**src/rtl/operand_load_scheduler.sv**
```systemverilog
`default_nettype none
// ============================================================================
//  Module      : operand_load_scheduler
//  Description : Controller for the split-word operand datapath. It loads
//                NUM_OPS operands from a shared byte bus, one high byte and
//                then one low byte per operand. It then runs a fixed-length
//                execute phase and presents the result with a valid/ready
//                handshake.
//  Ports       : CLK, RESET (async, active-low)
//                in_valid / in_ready    - byte input bus handshake
//                en_high / en_low       - operand half load enables
//                op_sel                 - operand register index being loaded
//                exec_en / exec_first   - compute enable / first compute cycle
//                out_valid / out_ready  - result handshake
//                abort                  - synchronous transaction abort
//                busy                   - transaction in progress
//  Revision    : 1.0 - initial release
// ============================================================================
module operand_load_scheduler #(
    parameter  int NUM_OPS     = 2,
    parameter  int EXEC_CYCLES = 4,
    localparam int OPW         = (NUM_OPS > 1) ? $clog2(NUM_OPS) : 1
) (
    input  logic           CLK,
    input  logic           RESET,
    input  logic           in_valid,
    output logic           in_ready,
    output logic           en_high,
    output logic           en_low,
    output logic [OPW-1:0] op_sel,
    output logic           exec_en,
    output logic           exec_first,
    output logic           out_valid,
    input  logic           out_ready,
    input  logic           abort,
    output logic           busy
);

    localparam int CW = (EXEC_CYCLES > 1) ? $clog2(EXEC_CYCLES) : 1;

    localparam logic [OPW-1:0] c_OP_LAST  = OPW'(NUM_OPS - 1);
    localparam logic [CW-1:0]  c_CNT_LAST = CW'(EXEC_CYCLES - 1);

    typedef enum logic [2:0] {
        S_IDLE    = 3'd0,
        S_LOAD_HI = 3'd1,
        S_LOAD_LO = 3'd2,
        S_EXEC    = 3'd3,
        S_DONE    = 3'd4
    } state_t;

    state_t         r_state;
    state_t         w_state_nxt;
    logic [OPW-1:0] r_op_sel;
    logic [OPW-1:0] w_op_sel_nxt;
    logic [CW-1:0]  r_cnt;
    logic [CW-1:0]  w_cnt_nxt;

    always_ff @(posedge CLK or negedge RESET) begin
        if (!RESET) begin
            r_state  <= S_IDLE;
            r_op_sel <= '0;
            r_cnt    <= '0;
        end else begin
            r_state  <= w_state_nxt;
            r_op_sel <= w_op_sel_nxt;
            r_cnt    <= w_cnt_nxt;
        end
    end

    // op_sel comes straight from the register so it stays constant over a
    // HI/LO pair; the register is cleared whenever loading ends.
    assign op_sel = r_op_sel;
    assign busy   = (r_state != S_IDLE);

    always_comb begin
        w_state_nxt  = r_state;
        w_op_sel_nxt = r_op_sel;
        w_cnt_nxt    = r_cnt;
        in_ready     = 1'b0;
        en_high      = 1'b0;
        en_low       = 1'b0;
        exec_en      = 1'b0;
        exec_first   = 1'b0;
        out_valid    = 1'b0;

        // Abort wins over every transfer and handshake in the same cycle and
        // keeps all strobes low so nothing downstream acts on this cycle.
        if (abort) begin
            w_state_nxt  = S_IDLE;
            w_op_sel_nxt = '0;
            w_cnt_nxt    = '0;
        end else begin
            case (r_state)
                S_IDLE: begin
                    // A pending byte only wakes the sequencer; it is consumed
                    // in LOAD_HI on the following cycle.
                    if (in_valid) begin
                        w_state_nxt = S_LOAD_HI;
                    end
                end
                S_LOAD_HI: begin
                    in_ready = 1'b1;
                    en_high  = in_valid;
                    if (in_valid) begin
                        w_state_nxt = S_LOAD_LO;
                    end
                end
                S_LOAD_LO: begin
                    in_ready = 1'b1;
                    en_low   = in_valid;
                    if (in_valid) begin
                        if (r_op_sel == c_OP_LAST) begin
                            w_state_nxt  = S_EXEC;
                            w_op_sel_nxt = '0;
                            w_cnt_nxt    = '0;
                        end else begin
                            w_state_nxt  = S_LOAD_HI;
                            w_op_sel_nxt = r_op_sel + OPW'(1);
                        end
                    end
                end
                S_EXEC: begin
                    exec_en    = 1'b1;
                    exec_first = (r_cnt == '0);
                    if (r_cnt == c_CNT_LAST) begin
                        // Counter is parked at zero on exit so it never wraps.
                        w_state_nxt = S_DONE;
                        w_cnt_nxt   = '0;
                    end else begin
                        w_cnt_nxt = r_cnt + CW'(1);
                    end
                end
                S_DONE: begin
                    out_valid = 1'b1;
                    if (out_ready) begin
                        w_state_nxt = S_IDLE;
                    end
                end
                default: begin
                    w_state_nxt  = S_IDLE;
                    w_op_sel_nxt = '0;
                    w_cnt_nxt    = '0;
                end
            endcase
        end
    end

endmodule
`default_nettype wire
```
**config.mk**
```make
export PLATFORM = sky130hd
export DESIGN_NAME = operand_load_scheduler
export DESIGN_NICKNAME = d
export VERILOG_FILES = /design/src/rtl/operand_load_scheduler.sv
export SDC_FILE = /design/constraint.sdc
export NUM_CORES = 1
export LEC_CHECK = 0
export CORE_AREA = 2 2 39 41
export CTS_BUF_LIST = sky130_fd_sc_hd__clkbuf_8
export DETAILED_ROUTE_END_ITERATION = 6
export DIE_AREA = 0 0 41 43
export PLACE_DENSITY = 0.7
export SETUP_SLACK_MARGIN = 0.05
export SLEW_MARGIN = 5
export SYNTH_ARGS = -nofsm -noshare
export SYNTH_HDL_FRONTEND = slang
export SYNTH_SLANG_ARGS = --single-unit
```
**constraint.sdc**
```tcl
create_clock -name CLK -period 1.2 [get_ports CLK]
set_input_delay 0.24 -clock CLK [delete_from_list [all_inputs] [get_ports CLK]]
set_output_delay 0.24 -clock CLK [all_outputs]
set_load 0.05 [all_outputs]
```
==> metrics, run 1 <==
Sequential Area=155.1 um^2; post-route cell area=949.7 um^2; status=finished, violations left; Post-DP Area=798.3 um^2; total CTS buffers=3; Crit. End Element=primary output; CTS tree=done; Data arrival, critical path=1.30 ns; Final Max Slew Viols=0; Yosys reg bits=6; Inst Count DP=88; gpl congestion=0.7322; CP Data Required Time=0.96 ns; Root Buffer=clkbuf_8; num rows=14; core footprint=0.001384 mm^2; grt ovf=0; commonest non-fill, non-tap cell in the layout=buf_4; antenna viol nets, final=0; Initial Util=0.3083; hold buffers post-CTS=0; Sequential Power Share=0.302; Residual DRC=0; HPWL Detailed=914.3 um; global-route wire length before repair=2.249 mm; Syn-to-layout area delta=122.6%; clk sink count=6; static leakage=0.4285 nW; DRT iter0 DRCs=5; H-tree Lvls=1; top-level port count=13; total number of vias=468; peak supply drop=0.6659 mV; Internal=0.5424 mW; utilization after layout=0.6863; syn avg cell area=9.481 um^2; Syn Std Cell Area=426.7 um^2; Unique masters post-synth=26; DRT Pass-1 Iters=2; Setup Crit Path Kind=reg2out; power per cell area=787.1 mW/mm^2; initial antenna violation count=0; # diodes=0; Mapped Cells=45; Nets=92; unrepaired setup endpoints after global routing=yes; top achievable clock speed=0.6511 GHz; CTS clk-pin slew, worst paths=0.04 ns; Clock Tree Buf Depth=2; Net Count, Synth=52; most frequent cells in the layout=buf_4 (19), buf_6 (8), buf_12 (7); input/output buffers=12; WL/cell=13.77 um; clock share of power=0.421; DRT Wirelength=1.377 mm; skew final=0.002561 ns; switching share of total power=0.2744; Syn. warnings=0; vias in the first global route=524; max-cap violations=0; final worst slack=-0.3358 ns; Final setup viols=12; final hold vios=0; P_sw=0.2051 mW; slew margin rel.=0.7890; worst skew pair latency=0.22 ns; largest net degree at the start of global routing=10; die area=0.001763 mm^2; Vias/cell=4.680; share of layout cells above drive strength 1=0.6429; Die Height=43 um; combinational share of power=0.276; worst slew pin tran=0.3151 ns; Seq/Total Area, Yosys=0.3519; post-route insts no fill=100; GRT Resource Usage Total=0.1988; period utilization=1.280; die width=41 um; hold crit path type=in2async; failing checks=negative setup slack; worst hold slack=0.2656 ns; crit path max fanout=4; multi-input logic area=307.8 um^2; Final min period=1.536 ns; fill count=107; CP Launch Type=register
## area by class of cell
type,instances,share of cell area
clock buffer,3,0.04348
clock inverter,1,0.003953
inverter,3,0.01186
multi-input combinational,33,0.3241
sequential,6,0.1634
tap,16,0.02108
timing repair buffer,38,0.4321
## cell families (layout without fill, tap and decap cells)
| group | count (synthesis) | after routing | share of synthesized area |
|---|---|---|---|
| AO/OA/AOI/OAI | 11 | 11 | 0.1906 |
| adder cells (fa/ha/maj) | 2 | 2 | 0.05864 |
| XOR/XNOR | 1 | 1 | 0.02053 |
| flip-flops | 6 | 6 | 0.3519 |
| AND/OR/NAND/NOR | 18 | 18 | 0.2639 |
| multiplexers | 1 | 1 | 0.02346 |
| buffers and inverters | 6 | 45 | 0.09089 |
## state kept, by name, indices dropped and copies added (netlist names)
register and flops:
r_state 3, r_cnt 2, op_sel 1
## final timing paths
kind / startpoint / endpoint / slack [ns] / depth (start not counted)
setup / recovery: r_state[2]$_DFFE_PN0P_ / exec_first / -0.34 / 4
hold / removal: RESET / r_cnt[0]$_DFFE_PN0P_ / 0.27 / 1
setup reg to reg: r_state[2]$_DFFE_PN0P_ / r_state[2]$_DFFE_PN0P_ / -0.23 / 6
hold reg to reg: r_cnt[1]$_DFFE_PN0P_ / r_cnt[1]$_DFFE_PN0P_ / 0.54 / 1
max in group asynchronous: RESET / r_state[1]$_DFFE_PN0P_ / 0.69 / 1
min in group CLK: abort / op_sel$_DFFE_PN0P_ / 0.52 / 3
## worst max-delay path, cell delays in order (launching register included)
cell and delay (ns):
dfrtp_2 0.44, nor2_4 0.14, and3_4 0.22, and2_4 0.15, buf_12 0.13
## power groups by stage
| stage | Sequential (mW) | Combinational [mW] | Clock [mW] |
|---|---|---|---|
| 2_1_floorplan | 0.223 | 0.0934 | 0 |
| 3_5_place_dp | 0.227 | 0.177 | 0 |
| 5_1_grt | 0.227 | 0.218 | 0.335 |
| 6_report | 0.226 | 0.206 | 0.315 |
| 4_1_cts | 0.226 | 0.196 | 0.318 |
| 3_3_place_gp | 0.227 | 0.174 | 0 |
## timing repair
action / CTS / global route
setup endpoints to repair: 14 / 14
setup buffers: 4 / 4
hold endpoints to repair: 0 / 0
gates resized for setup: 16 / 1
pin swaps: 3 / 3
## through the flow
stage,total power [mW],setup TNS [ns],setup WS [ns]
5_1_grt,0.7801,-3.432,-0.3824
6_report,0.7475,-2.860,-0.3358
4_1_cts,0.7394,-2.388,-0.3247
2_1_floorplan,0.3164,-1.413,-0.3202
3_5_place_dp,0.4044,-4.199,-0.4489
3_3_place_gp,0.4007,-3.981,-0.4419
## synthesized netlist by cell type (all sizes together)
cell,n,share of area
a211o,1,0.021
a21boi,1,0.018
a21o,1,0.021
a21oi,2,0.023
a22o,3,0.062
a311oi,1,0.021
a31oi,1,0.015
and2,1,0.015
and3,1,0.026
buf,3,0.065
dfrtp,6,0.35
ha,2,0.059
inv,3,0.026
mux2i,1,0.023
nand2,3,0.026
nand2b,3,0.044
nand3b,1,0.018
nor2,4,0.041
nor3,1,0.012
nor3b,1,0.018
nor4b,1,0.035
o21ai,1,0.012
or3,2,0.029
xnor2,1,0.021
## per-layer routing
metal | up-vias | global-route usage | part of all wire
li1 | 236 | - | -
met1 | 227 | 0.1765 | 0.35
met2 | 5 | 0.3781 | 0.63
met3 | 0 | 0.01571 | 0.021
met4 | 0 | 0.1267 | 0
met5 | - | 0 | 0
Note: power is estimated with default switching activity, not from simulation.
==> run 2: changes to the inputs <==
Settings changed: MAX_ROUTING_LAYER from default to met4.
==> run 2 against run 1 <==
Against the previous run:
- register-to-register slack is essentially flat
- critical endpoint unchanged
- first-iteration DRC count did not move
- sequential power about the same
- worst hold slack barely moved
- worst setup slack got worse by 0.00054 ns
- the run still ends with negative setup slack left
- sequential share of layout area unchanged
==> metrics, run 2 (synthesis results as in run 1) <==
status=finished, violations left; failing checks=negative setup slack; total CTS buffers=3 (unchanged); Data arrival, critical path=1.30 ns (about the same); final worst slack=-0.3363 ns (-0.0005430 ns); share of layout cells above drive strength 1=0.6429 (unchanged); WL/cell=13.71 um (-0.44%); global-route wire length before repair=2.249 mm (unchanged); die area=0.001763 mm^2 (unchanged); hold crit path type=in2async; Largest register FFs=3 (unchanged); core footprint=0.001384 mm^2 (unchanged); hold buffers post-CTS=0 (unchanged); die width=41 um (unchanged); Die Height=43 um (unchanged); DRT Pass-1 Iters=2 (unchanged); Final setup viols=12 (unchanged); post-route insts no fill=100 (unchanged); unrepaired setup endpoints after global routing=yes; power per cell area=787.0 mW/mm^2 (about the same); DRT iter0 DRCs=5 (unchanged); period utilization=1.280 (about the same); top achievable clock speed=0.6509 GHz (about the same); top-level port count=13 (unchanged); DP Worst Slack=-0.4489 ns (unchanged); setup total negative slack=-2.858 ns (+0.002170 ns); peak supply drop=0.6660 mV (about the same); Final Max Slew Viols=0 (unchanged); Initial Util=0.3083 (unchanged); post-route cell area=949.7 um^2 (unchanged); vias in the first global route=524 (unchanged); input/output buffers=12 (unchanged); largest net degree at the start of global routing=10 (unchanged); GRT Resource Usage Total=0.2037 (+0.004934); num rows=14 (unchanged); static leakage=0.4285 nW (unchanged); Overall Power=0.7474 mW (about the same); worst skew pair latency=0.22 ns (about the same); CTS tree=done; CP Launch Type=register; gpl congestion=0.7412 (+1.2%); grt ovf=0 (unchanged); CTS clk-pin slew, worst paths=0.04 ns (about the same); skew final=0.002611 ns (+0.00004973 ns); worst slew pin tran=0.3151 ns (unchanged); initial antenna violation count=0 (unchanged); Syn-to-layout area delta=122.6% (unchanged); Residual DRC=0 (unchanged); Clock Tree Buf Depth=2 (unchanged); utilization after layout=0.6863 (unchanged); worst hold slack=0.2655 ns (-0.00003200 ns); Root Buffer=clkbuf_8; Post-DP Area=798.3 um^2 (unchanged); HPWL Detailed=914.3 um (unchanged); DRT Wirelength=1.371 mm (-0.44%); antenna viol nets, final=0 (unchanged); Crit. End Element=primary output; Vias/cell=4.670 (-0.21%); most frequent cells in the layout=buf_4 (19), buf_6 (8), buf_12 (7); crit path max fanout=4 (unchanged); slew margin rel.=0.7890 (unchanged); total number of vias=467 (-0.21%); register with the most flip-flops=r_state; Inst Count DP=88 (unchanged); Setup Crit Path Kind=reg2out; commonest non-fill, non-tap cell in the layout=buf_4; # diodes=0 (unchanged); Nets=92 (unchanged); H-tree Lvls=1 (unchanged); Final min period=1.536 ns (+0.0005430 ns); CP Data Required Time=0.96 ns (about the same); max-cap violations=0 (unchanged); final hold vios=0 (unchanged); clk sink count=6 (unchanged)
-- run 2: report_power, final --
part,switching (mW),internal [mW],leakage (nW)
Combinational,0.0948,0.112,0.325
Clock,0.0944,0.220,0.0269
Sequential,0.0158,0.210,0.0761
-- run 2: final timing paths --
check,startpoint,to,slack [ns],cells past startpoint
max,r_state[2]$_DFFE_PN0P_,exec_first,-0.34,4
min,RESET,r_cnt[0]$_DFFE_PN0P_,0.27,1
max reg2reg,r_state[2]$_DFFE_PN0P_,r_state[2]$_DFFE_PN0P_,-0.23,6
min reg2reg,r_cnt[1]$_DFFE_PN0P_,r_cnt[1]$_DFFE_PN0P_,0.54,1
max in group asynchronous,RESET,r_state[1]$_DFFE_PN0P_,0.69,1
min in group CLK,abort,op_sel$_DFFE_PN0P_,0.52,3
-- run 2: final cells by class --
cell class / instances / area (um^2)
clock inverters: 1 / 3.754
flip-flops and latches: 6 / 155.1
repair buffers: 38 / 410.4
multi-input cells: 33 / 307.8
inverters: 3 / 11.26
well taps: 16 / 20.02
clock buffers: 3 / 41.29
fillers: 107 / 434.2
-- run 2: metal layers --
metal	up-vias	wire length, um	GRT usage	part of all wire
met5	-	0	-	0
met3	0	15	0.005236	0.011
met2	5	865	0.3781	0.63
met1	226	491	0.1830	0.36
li1	236	-	-	-
met4	0	0	0.1267	0
-- run 2: repair_timing --
item / 4_1_cts / 5_1_grt
gates cloned: 0 / 0
pin swaps: 3 / 3
buffers inserted: 4 / 4
endpoints found under the setup margin: 14 / 14
resized for setup: 16 / 1
-- run 2: critical path: stages (launching register included) --
cell,delay [ns]
dfrtp_2,0.44
nor2_4,0.14
and3_4,0.22
and2_4,0.15
buf_12,0.13
